==> src/rtl/phone_pkt_pkg.sv <==
// Shared definitions for the outgoing packet path: buffer geometry, requester IDs
// and the arbiter state type.
package phone_pkt_pkg;

  localparam int unsigned PKT_WORDS   = 16;
  localparam int unsigned PKT_INDEX_W = 4;
  localparam int unsigned PKT_DATA_W  = 16;

  localparam logic REQ_KEY   = 1'b0;
  localparam logic REQ_VOICE = 1'b1;

  typedef enum logic [2:0] {
    ST_IDLE,
    ST_OWNED,
    ST_START,
    ST_WAIT_RISE,
    ST_WAIT_FALL
  } arb_state_e;

  function automatic logic [1:0] req_onehot(input logic id);
    return id ? 2'b10 : 2'b01;
  endfunction

endpackage

==> src/rtl/tx_watchdog.sv <==
// Counts cycles spent waiting on the transmitter; expired_o holds once the
// count reaches TIMEOUT_CYCLES-1 so the counter can never wrap.
module tx_watchdog #(
  parameter int unsigned TIMEOUT_CYCLES = 4096
) (
  input  logic clk_i,
  input  logic rst_i,
  input  logic clear_i,
  input  logic enable_i,
  output logic expired_o
);

  localparam int unsigned CNT_W = (TIMEOUT_CYCLES > 1) ? $clog2(TIMEOUT_CYCLES) : 1;
  localparam logic [CNT_W-1:0] LAST = CNT_W'(TIMEOUT_CYCLES - 1);

  logic [CNT_W-1:0] count_q;

  always_ff @(posedge clk_i or posedge rst_i) begin
    if (rst_i) begin
      count_q <= '0;
    end else if (clear_i) begin
      count_q <= '0;
    end else if (enable_i && !expired_o) begin
      count_q <= count_q + CNT_W'(1);
    end
  end

  assign expired_o = (count_q == LAST);

endmodule

==> src/rtl/outgoing_packet_arbiter.sv <==
// Arbitrates the outgoing packet buffer between the key-exchange FSM and the
// voice packetizer, then launches and supervises the transmitter.
module outgoing_packet_arbiter
  import phone_pkt_pkg::*;
#(
  parameter int unsigned TIMEOUT_CYCLES = 4096,
  parameter int unsigned PRIORITY_KEY   = 1
) (
  input  logic                   clock_i,
  input  logic                   reset_i,
  input  logic [1:0]             req_i,
  input  logic [1:0]             release_i,
  input  logic [PKT_INDEX_W-1:0] wr_index_0_i,
  input  logic [PKT_INDEX_W-1:0] wr_index_1_i,
  input  logic [PKT_DATA_W-1:0]  wr_data_0_i,
  input  logic [PKT_DATA_W-1:0]  wr_data_1_i,
  input  logic                   wr_en_0_i,
  input  logic                   wr_en_1_i,
  output logic [1:0]             grant_o,
  output logic [PKT_INDEX_W-1:0] outgoing_packet_write_index_o,
  output logic [PKT_DATA_W-1:0]  outgoing_packet_write_data_o,
  output logic                   outgoing_packet_write_enable_o,
  output logic                   tx_start_o,
  input  logic                   tx_busy_i,
  output logic [1:0]             sent_o,
  output logic                   tx_timeout_o
);

  arb_state_e state_q;
  logic       owner_q;
  logic       owner_d;
  logic       rr_q;
  logic [1:0] grant_q;
  logic       tx_start_q;
  logic [1:0] sent_q;
  logic       tx_timeout_q;
  logic       wd_clear;
  logic       wd_enable;
  logic       wd_expired;

  // rr_q names the requester that wins a tie in round-robin mode
  always_comb begin
    owner_d = REQ_KEY;
    if (req_i[REQ_VOICE] &&
        (!req_i[REQ_KEY] || (PRIORITY_KEY == 0 && rr_q == REQ_VOICE))) begin
      owner_d = REQ_VOICE;
    end
  end

  assign wd_clear  = (state_q == ST_START) || (state_q == ST_WAIT_RISE && tx_busy_i);
  assign wd_enable = (state_q == ST_WAIT_RISE) || (state_q == ST_WAIT_FALL);

  tx_watchdog #(
    .TIMEOUT_CYCLES(TIMEOUT_CYCLES)
  ) u_watchdog (
    .clk_i    (clock_i),
    .rst_i    (reset_i),
    .clear_i  (wd_clear),
    .enable_i (wd_enable),
    .expired_o(wd_expired)
  );

  always_ff @(posedge clock_i or posedge reset_i) begin
    if (reset_i) begin
      state_q      <= ST_IDLE;
      owner_q      <= REQ_KEY;
      rr_q         <= REQ_KEY;
      grant_q      <= '0;
      tx_start_q   <= 1'b0;
      sent_q       <= '0;
      tx_timeout_q <= 1'b0;
    end else begin
      tx_start_q <= 1'b0;
      sent_q     <= '0;
      unique case (state_q)
        ST_IDLE: begin
          if (|req_i) begin
            owner_q <= owner_d;
            grant_q <= req_onehot(owner_d);
            state_q <= ST_OWNED;
          end
        end
        ST_OWNED: begin
          if (release_i[owner_q]) begin
            grant_q    <= '0;
            tx_start_q <= 1'b1;
            state_q    <= ST_START;
          end else if (!req_i[owner_q]) begin
            grant_q <= '0;
            state_q <= ST_IDLE;
          end
        end
        ST_START: state_q <= ST_WAIT_RISE;
        ST_WAIT_RISE: begin
          if (tx_busy_i) begin
            state_q <= ST_WAIT_FALL;
          end else if (wd_expired) begin
            tx_timeout_q <= 1'b1;
            state_q      <= ST_IDLE;
          end
        end
        ST_WAIT_FALL: begin
          if (!tx_busy_i) begin
            sent_q  <= req_onehot(owner_q);
            rr_q    <= ~owner_q;
            state_q <= ST_IDLE;
          end else if (wd_expired) begin
            tx_timeout_q <= 1'b1;
            state_q      <= ST_IDLE;
          end
        end
        default: state_q <= ST_IDLE;
      endcase
    end
  end

  // grant_q is only non-zero while OWNED, so the buffer is idle during transmission
  always_comb begin
    outgoing_packet_write_index_o  = '0;
    outgoing_packet_write_data_o   = '0;
    outgoing_packet_write_enable_o = 1'b0;
    if (grant_q[REQ_KEY]) begin
      outgoing_packet_write_index_o  = wr_index_0_i;
      outgoing_packet_write_data_o   = wr_data_0_i;
      outgoing_packet_write_enable_o = wr_en_0_i;
    end else if (grant_q[REQ_VOICE]) begin
      outgoing_packet_write_index_o  = wr_index_1_i;
      outgoing_packet_write_data_o   = wr_data_1_i;
      outgoing_packet_write_enable_o = wr_en_1_i;
    end
  end

  assign grant_o      = grant_q;
  assign tx_start_o   = tx_start_q;
  assign sent_o       = sent_q;
  assign tx_timeout_o = tx_timeout_q;

endmodule

==> config.mk <==
export PLATFORM = sky130hd
export DESIGN_NAME = outgoing_packet_arbiter
export DESIGN_NICKNAME = d
export VERILOG_FILES = /design/src/rtl/phone_pkt_pkg.sv /design/src/rtl/tx_watchdog.sv /design/src/rtl/outgoing_packet_arbiter.sv
export SDC_FILE = /design/constraint.sdc
export NUM_CORES = 1
export LEC_CHECK = 0
export BUFFER_PORTS_ARGS = -buffer_cell sky130_fd_sc_hd__buf_4
export CAP_MARGIN = 40
export CORE_MARGIN = 1.5
export CORE_UTILIZATION = 40
export DETAILED_ROUTE_END_ITERATION = 6
export PLACE_DENSITY_LB_ADDON = 0.2
export SYNTH_ARGS = -nofsm -noshare
export SYNTH_HDL_FRONTEND = slang
export SYNTH_SLANG_ARGS = --single-unit
==> constraint.sdc <==
create_clock -name clock_i -period 1.8 [get_ports clock_i]
set_input_delay 0.36 -clock clock_i [delete_from_list [all_inputs] [get_ports clock_i]]
set_output_delay 0.36 -clock clock_i [all_outputs]
set_load 0.03 [all_outputs]
==> results.toml, run 1 <==
[outcome]
status = "finished clean"

[clock_network]
cts_root_buf = "clkbuf_4"
clkLatencyLatePin_ns = 0.31
path_clk_slew_ns = 0.13
cts_tree = "built"
hold_buffers = 0
cts_made_buffers = 3
cts.path.max_buffers = 2
cts.sinks = 22
ctsHtreeMaxLevel = 1

[setup_path]
startpoint_type = "flop"
worstPathMaxFanout = 24
cpPeakStageDelay_ns = 0.43
cpMostUsedCell = "buf_4"
path_buf_inv = 2
path_cells = "buf_4 -> a22o_1 -> buf_4"
cp_data_required_time_ns = 1.44
critical_path.endpoint_type = "output port"
cp.arrival_ns = 1.39
path_class = "reg2out"
cp_slowest_cell = "dfrtp_1"
crit_family = "flip-flops"

[sta]
skew_ns = 0.00927
worst_pin_slew_ns = 0.528
slew_violations = 0
setup_viol = 0
period_needed_ns = 1.75
max_freq_ghz = 0.571
timing.final.crit_share_pct = 97.3
hold_viol = 0
fin_tns_setup_ns = 0
rsz0062_at_grt = "true"
slew_headroom_pct = 64.8

[global_routing]
grt_pass1_vias = 1356
grt_max_degree = 25
grt_pass1_wl_um = 6070
grt.overflow.total = 0
antenna_found_initial = 0
grt_usage_pct = 21.3

[die]
start_util_pct = 41.5
dieArea_sq_um = 3830
io_pins = 76
rows = 21
coreArea_sq_um = 3340
dieHeight_um = 61.9
fp.dieW_um = 61.9

[routing]
wire_per_inst_um = 14.9
drc = 0
ant_nets = 0
drt_wl_total_um = 4220
vias = 1547
first_iter_violations = 66
vias_per_cell = 5.47
dr.pass1.iters = 4

[logic_synthesis]
ys_top_cells_by_count = "22 x a22o_1, 22 x dfrtp_1, 14 x a21oi_1"
yosysWarningCount = 0
synth_flop_cell = "dfrtp_1"
synth_area_leader_cell = "dfrtp_1"
synth_area_sq_um = 1390
yosysSeqAreaShare_pct = 39.7
synth_edf_count = 0
syn_avg_cell_area_sq_um = 9.06
synthArstFlopShare_pct = 100
synth_nets = 203
synth-seq-cells = 22
netlist.area_leader.share_pct = 39.7
yosys.cell_types.count = 37
synth_area_leaders = "dfrtp_1 40%, a22o_1 14%, a21oi_1 5.1%, nand2_1 3.0%, o21ai_0 2.5%"
synth_cells = 153

[finish]
antenna_cells = 0
nNetsFinal = 288
synthToLayoutAreaGrowth_pct = 56.0
stdcell_count = 283
fin_util_pct = 64.8
design_area_sq_um = 2160
drive_gt1_share_pct = 43.5

[placement]
routabilityCongestion = 0.844
dp_hpwl_um = 3190
place_inst = 276
placed_area_sq_um = 2060
io_buffer_count = 75

[min_path]
min_path_type = "in2async"

[job]
maxCapViolations = 0

[power_and_ir_drop]
p_leak_nw = 1.04
ir_worst_vdd_v = 0.000727
powerDensity_nw_per_um2 = 1350
total_power_mw = 2.91
power by group:
part	internal (mW)	switching [mW]
registers	0.586	0.113
logic	0.775	1.06
clock network	0.225	0.154
registers in the layout (all words and copies together) (netlist names):
register	cells
tx_timeout_o	1
owner_q	1
grant_o	2
tx_start_o	1
sent_o	2
state_q	3
u_watchdog.count_q	12
worst register-to-register path: stages (launching register included):
cell      delay, ns
dfrtp_1        0.47
or3b_1         0.49
nand2_1        0.23
a21oi_1        0.10
a311oi_1       0.29
layout make-up:
type | count | area (sq um)
Sequential cell | 22 | 553
Inverter | 4 | 15.0
Timing Repair Buffer | 90 | 683
Tap cell | 46 | 57.6
Clock buffer | 3 | 22.5
Clock inverter | 1 | 30.0
Fill cell | 299 | 1170
Multi-Input combinational cell | 117 | 801
per-layer routing:
metal  share of wire [%]  vias up  track usage [%]
met4                 1.1        0             6.38
met2                  56       22             38.0
li1                    -      758                -
met3                 2.6        6             5.18
met5                   0        -                0
met1                  40      761             25.2
cells in the final DEF, fill, tap and decap left out, drive strengths merged, types with 2 or more instances in the layout:
cell type  Yosys  layout
nor3           5       5
o21ai          8       8
nor2           5       5
or4            4       4
nand2b         2       2
nand3          4       4
mux2i          3       3
and2           3       3
and4           2       2
inv            4       4
clkbuf         7       3
nand2         11      11
nand4          3       3
buf            3      90
a31oi          2       2
o31ai          4       4
a21o           3       3
dfrtp         22      22
or3            2       2
a21oi         14      14
nor3b          4       4
nor2b          4       4
nand3b         2       2
a22o          22      22
metrics by stage:
| step | hold slack (ns) | worst slack, ns |
|---|---|---|
| 3_5_place_dp | 0.422 | 0.00714 |
| 6_report | 0.0593 | 0.0487 |
| 3_3_place_gp | 0.415 | -0.274 |
| 4_1_cts | 0.0614 | 0.0395 |
| 5_1_grt | 0.0728 | -0.00910 |
| 2_1_floorplan | 0.349 | 0.0607 |
path summary, 6_finish.rpt:
check | to | startpoint | slack (ns) | depth (start not counted)
max | outgoing_packet_write_data_o[14] | grant_o[0] | 0.05 | 3
min | sent_o[0] | reset_i | 0.06 | 3
max reg2reg | u_watchdog.count_q[2] | state_q[0] | 0.10 | 4
min reg2reg | tx_timeout_o | tx_timeout_o | 0.50 | 1
max in group asynchronous | state_q[1] | reset_i | 1.51 | 3
min in group clock_i | owner_q | req_i[0] | 0.24 | 2
cells by family (layout without fill, tap and decap cells):
logic type / Yosys count / count (layout) / synth area share, %
buffers and inverters: 14 / 98 / 3.97
and+or+nand+nor: 54 / 54 / 22.7
AOI/OAI and AO/OA: 59 / 59 / 30.5
DFF: 22 / 22 / 39.7
muxes: 3 / 3 / 2.17
adders and majority gates: 1 / 1 / 0.902
timing repair:
action / 4_1_cts / 5_1_grt
gates resized for setup: 4 / 6
buffers inserted: 1 / 2
pin swaps: 0 / 0
setup endpoints to repair: 23 / 10
No activity file was read; power rests on OpenSTA's default activity.
==> run 2, diff against run 1 <==
CORE_UTILIZATION = 48   (was 40)
clock period = 2.22 ns   (was 1.8 ns; I/O delays follow)
==> run 2 against run 1 <==
Utilization up 8.5 points; first-iteration DRC count is 11% lower; sequential share of layout area rose by 1.6 points; routed wire length is 5.5% lower; die area decreased by 16%; combinational power decreased by 26%; non-clock buffer count is 11 lower; sequential power shrank 18%; clock-buffer cell count is 1 higher; worst hold slack gained 0.21 ns; largest cell class unchanged; highest routed layer unchanged; largest power group unchanged; global-route usage rose by 4.5 points; clock power is 40% lower.
==> results.toml, run 2 (synthesis gave the netlist of run 1 again) <==
[outcome]
status = "finished clean"

[finish]
final_common_cell = "buf_4"
synthToLayoutAreaGrowth_pct = 45.8
antenna_cells = 0
top_register = "u_watchdog.count_q"
drive_gt1_share_pct = 38.1
fillers = 206
largest_reg_flops = 12
mostFrequentLayoutCells = "79 x buf_4, 22 x a22o_1, 22 x dfrtp_1"
nNetsFinal = 277
ff_latch_area_sq_um = 551
reg_top3 = "u_watchdog.count_q x12, state_q x3"
multiInputGateArea_sq_um = 788

[die]
fp.dieW_um = 56.7
start_util_pct = 50.3
rows = 19
dieArea_sq_um = 3220
dieHeight_um = 56.7
coreArea_sq_um = 2760
io_pins = 76

[clock_network]
cts.path.max_buffers = 2
cts_root_buf = "clkbuf_4"
clkLatencyLatePin_ns = 0.32
cts_tree = "built"
ctsHtreeMaxLevel = 1
cts_made_buffers = 3
path_clk_slew_ns = 0.13
cts.sinks = 22
post_cts_buffers = 0
hold_buffers = 0

[min_path]
min_path_type = "in2async"

[setup_path]
cp_data_required_time_ns = 1.78
path_buf_inv = 2
cpPeakStageDelay_ns = 0.41
cpMostUsedCell = "buf_4"
worstPathMaxFanout = 12
critical_path.endpoint_type = "output port"
cp_slowest_cell = "dfrtp_1"
startpoint_type = "flop"
cp.arrival_ns = 1.57
path_cells = "nor2b_4 -> buf_4 -> a22o_1 -> buf_4"
path_class = "reg2out"
crit_family = "flip-flops"
reg2reg_setup_slack_ns = 0.34

[sta]
setup_viol = 0
worst_pin_slew_ns = 0.823
fin_tns_setup_ns = 0
hold_viol = 0
slew_violations = 0
rsz0062_at_grt = "false"
period_needed_ns = 2.01
max_freq_ghz = 0.497
fin_worst_hold_slack_ns = 0.274
setup_ws_ns = 0.208
timing.final.crit_share_pct = 90.7
skew_ns = 0.0100
slew_headroom_pct = 45.1

[power_and_ir_drop]
ir_worst_vdd_v = 0.00113
p_leak_nw = 0.978
total_power_mw = 2.16
powerDensity_nw_per_um2 = 1070

[global_routing]
grt_pass1_vias = 1514
grt_usage_pct = 25.8
grt_pass1_wl_um = 6600
grt.overflow.total = 0
grt_max_degree = 25
antenna_found_initial = 0

[placement]
pre_cts_ws_ns = 0.249
io_buffer_count = 75
routabilityCongestion = 0.825
dp_hpwl_um = 3210

[routing]
drt_wl_total_um = 3990
dr.pass1.iters = 4
first_iter_violations = 59
ant_nets = 0
drc = 0
vias = 1563
wire_per_inst_um = 15.5
vias_per_cell = 6.08

[job]
maxCapViolations = 0
-- run 2: path summary, 6_finish.rpt --
check,from,to,cells after the start
min reg2reg,tx_timeout_o,tx_timeout_o,1
max reg2reg,u_watchdog.count_q[0],u_watchdog.count_q[5],5
max in group asynchronous,reset_i,u_watchdog.count_q[0],2
min,reset_i,u_watchdog.count_q[9],2
max,grant_o[1],outgoing_packet_write_data_o[15],4
min in group clock_i,tx_busy_i,sent_o[1],2
-- run 2: report_power, final --
part	switching (mW)	internal, mW
registers	0.0997	0.472
logic	0.807	0.556
clock network	0.126	0.100
-- run 2: layout make-up --
type,instances,share of cell area (%)
sequential,22,27.2
timing repair buffer,79,29.3
inverter,4,0.743
tap,31,1.92
multi-input combinational,117,39.0
clock buffer,4,1.79
-- run 2: what timing repair did --
item,in CTS,in global routing
setup endpoints to repair,12,11
resized for setup,1,1
pin swaps,0,0
-- run 2: per-stage QoR --
stage / cells / cell area (sq um) / utilization (%)
after floorplan: 153 / 1390 / -
after global placement: 253 / 1980 / 71.7
after detailed placement: 253 / 1980 / 71.7
after CTS: 257 / 2020 / 73.1
after global routing: 257 / 2020 / 73.3
final: 257 / 2020 / 73.3
-- run 2: metal layers --
metal / vias up / global-route usage, % / part of all wire, %
met5: - / 0 / 0
met4: 0 / 3.99 / 0.83
met3: 4 / 6.68 / 7.8
met2: 69 / 46.7 / 52
met1: 756 / 31.3 / 39
li1: 734 / - / -
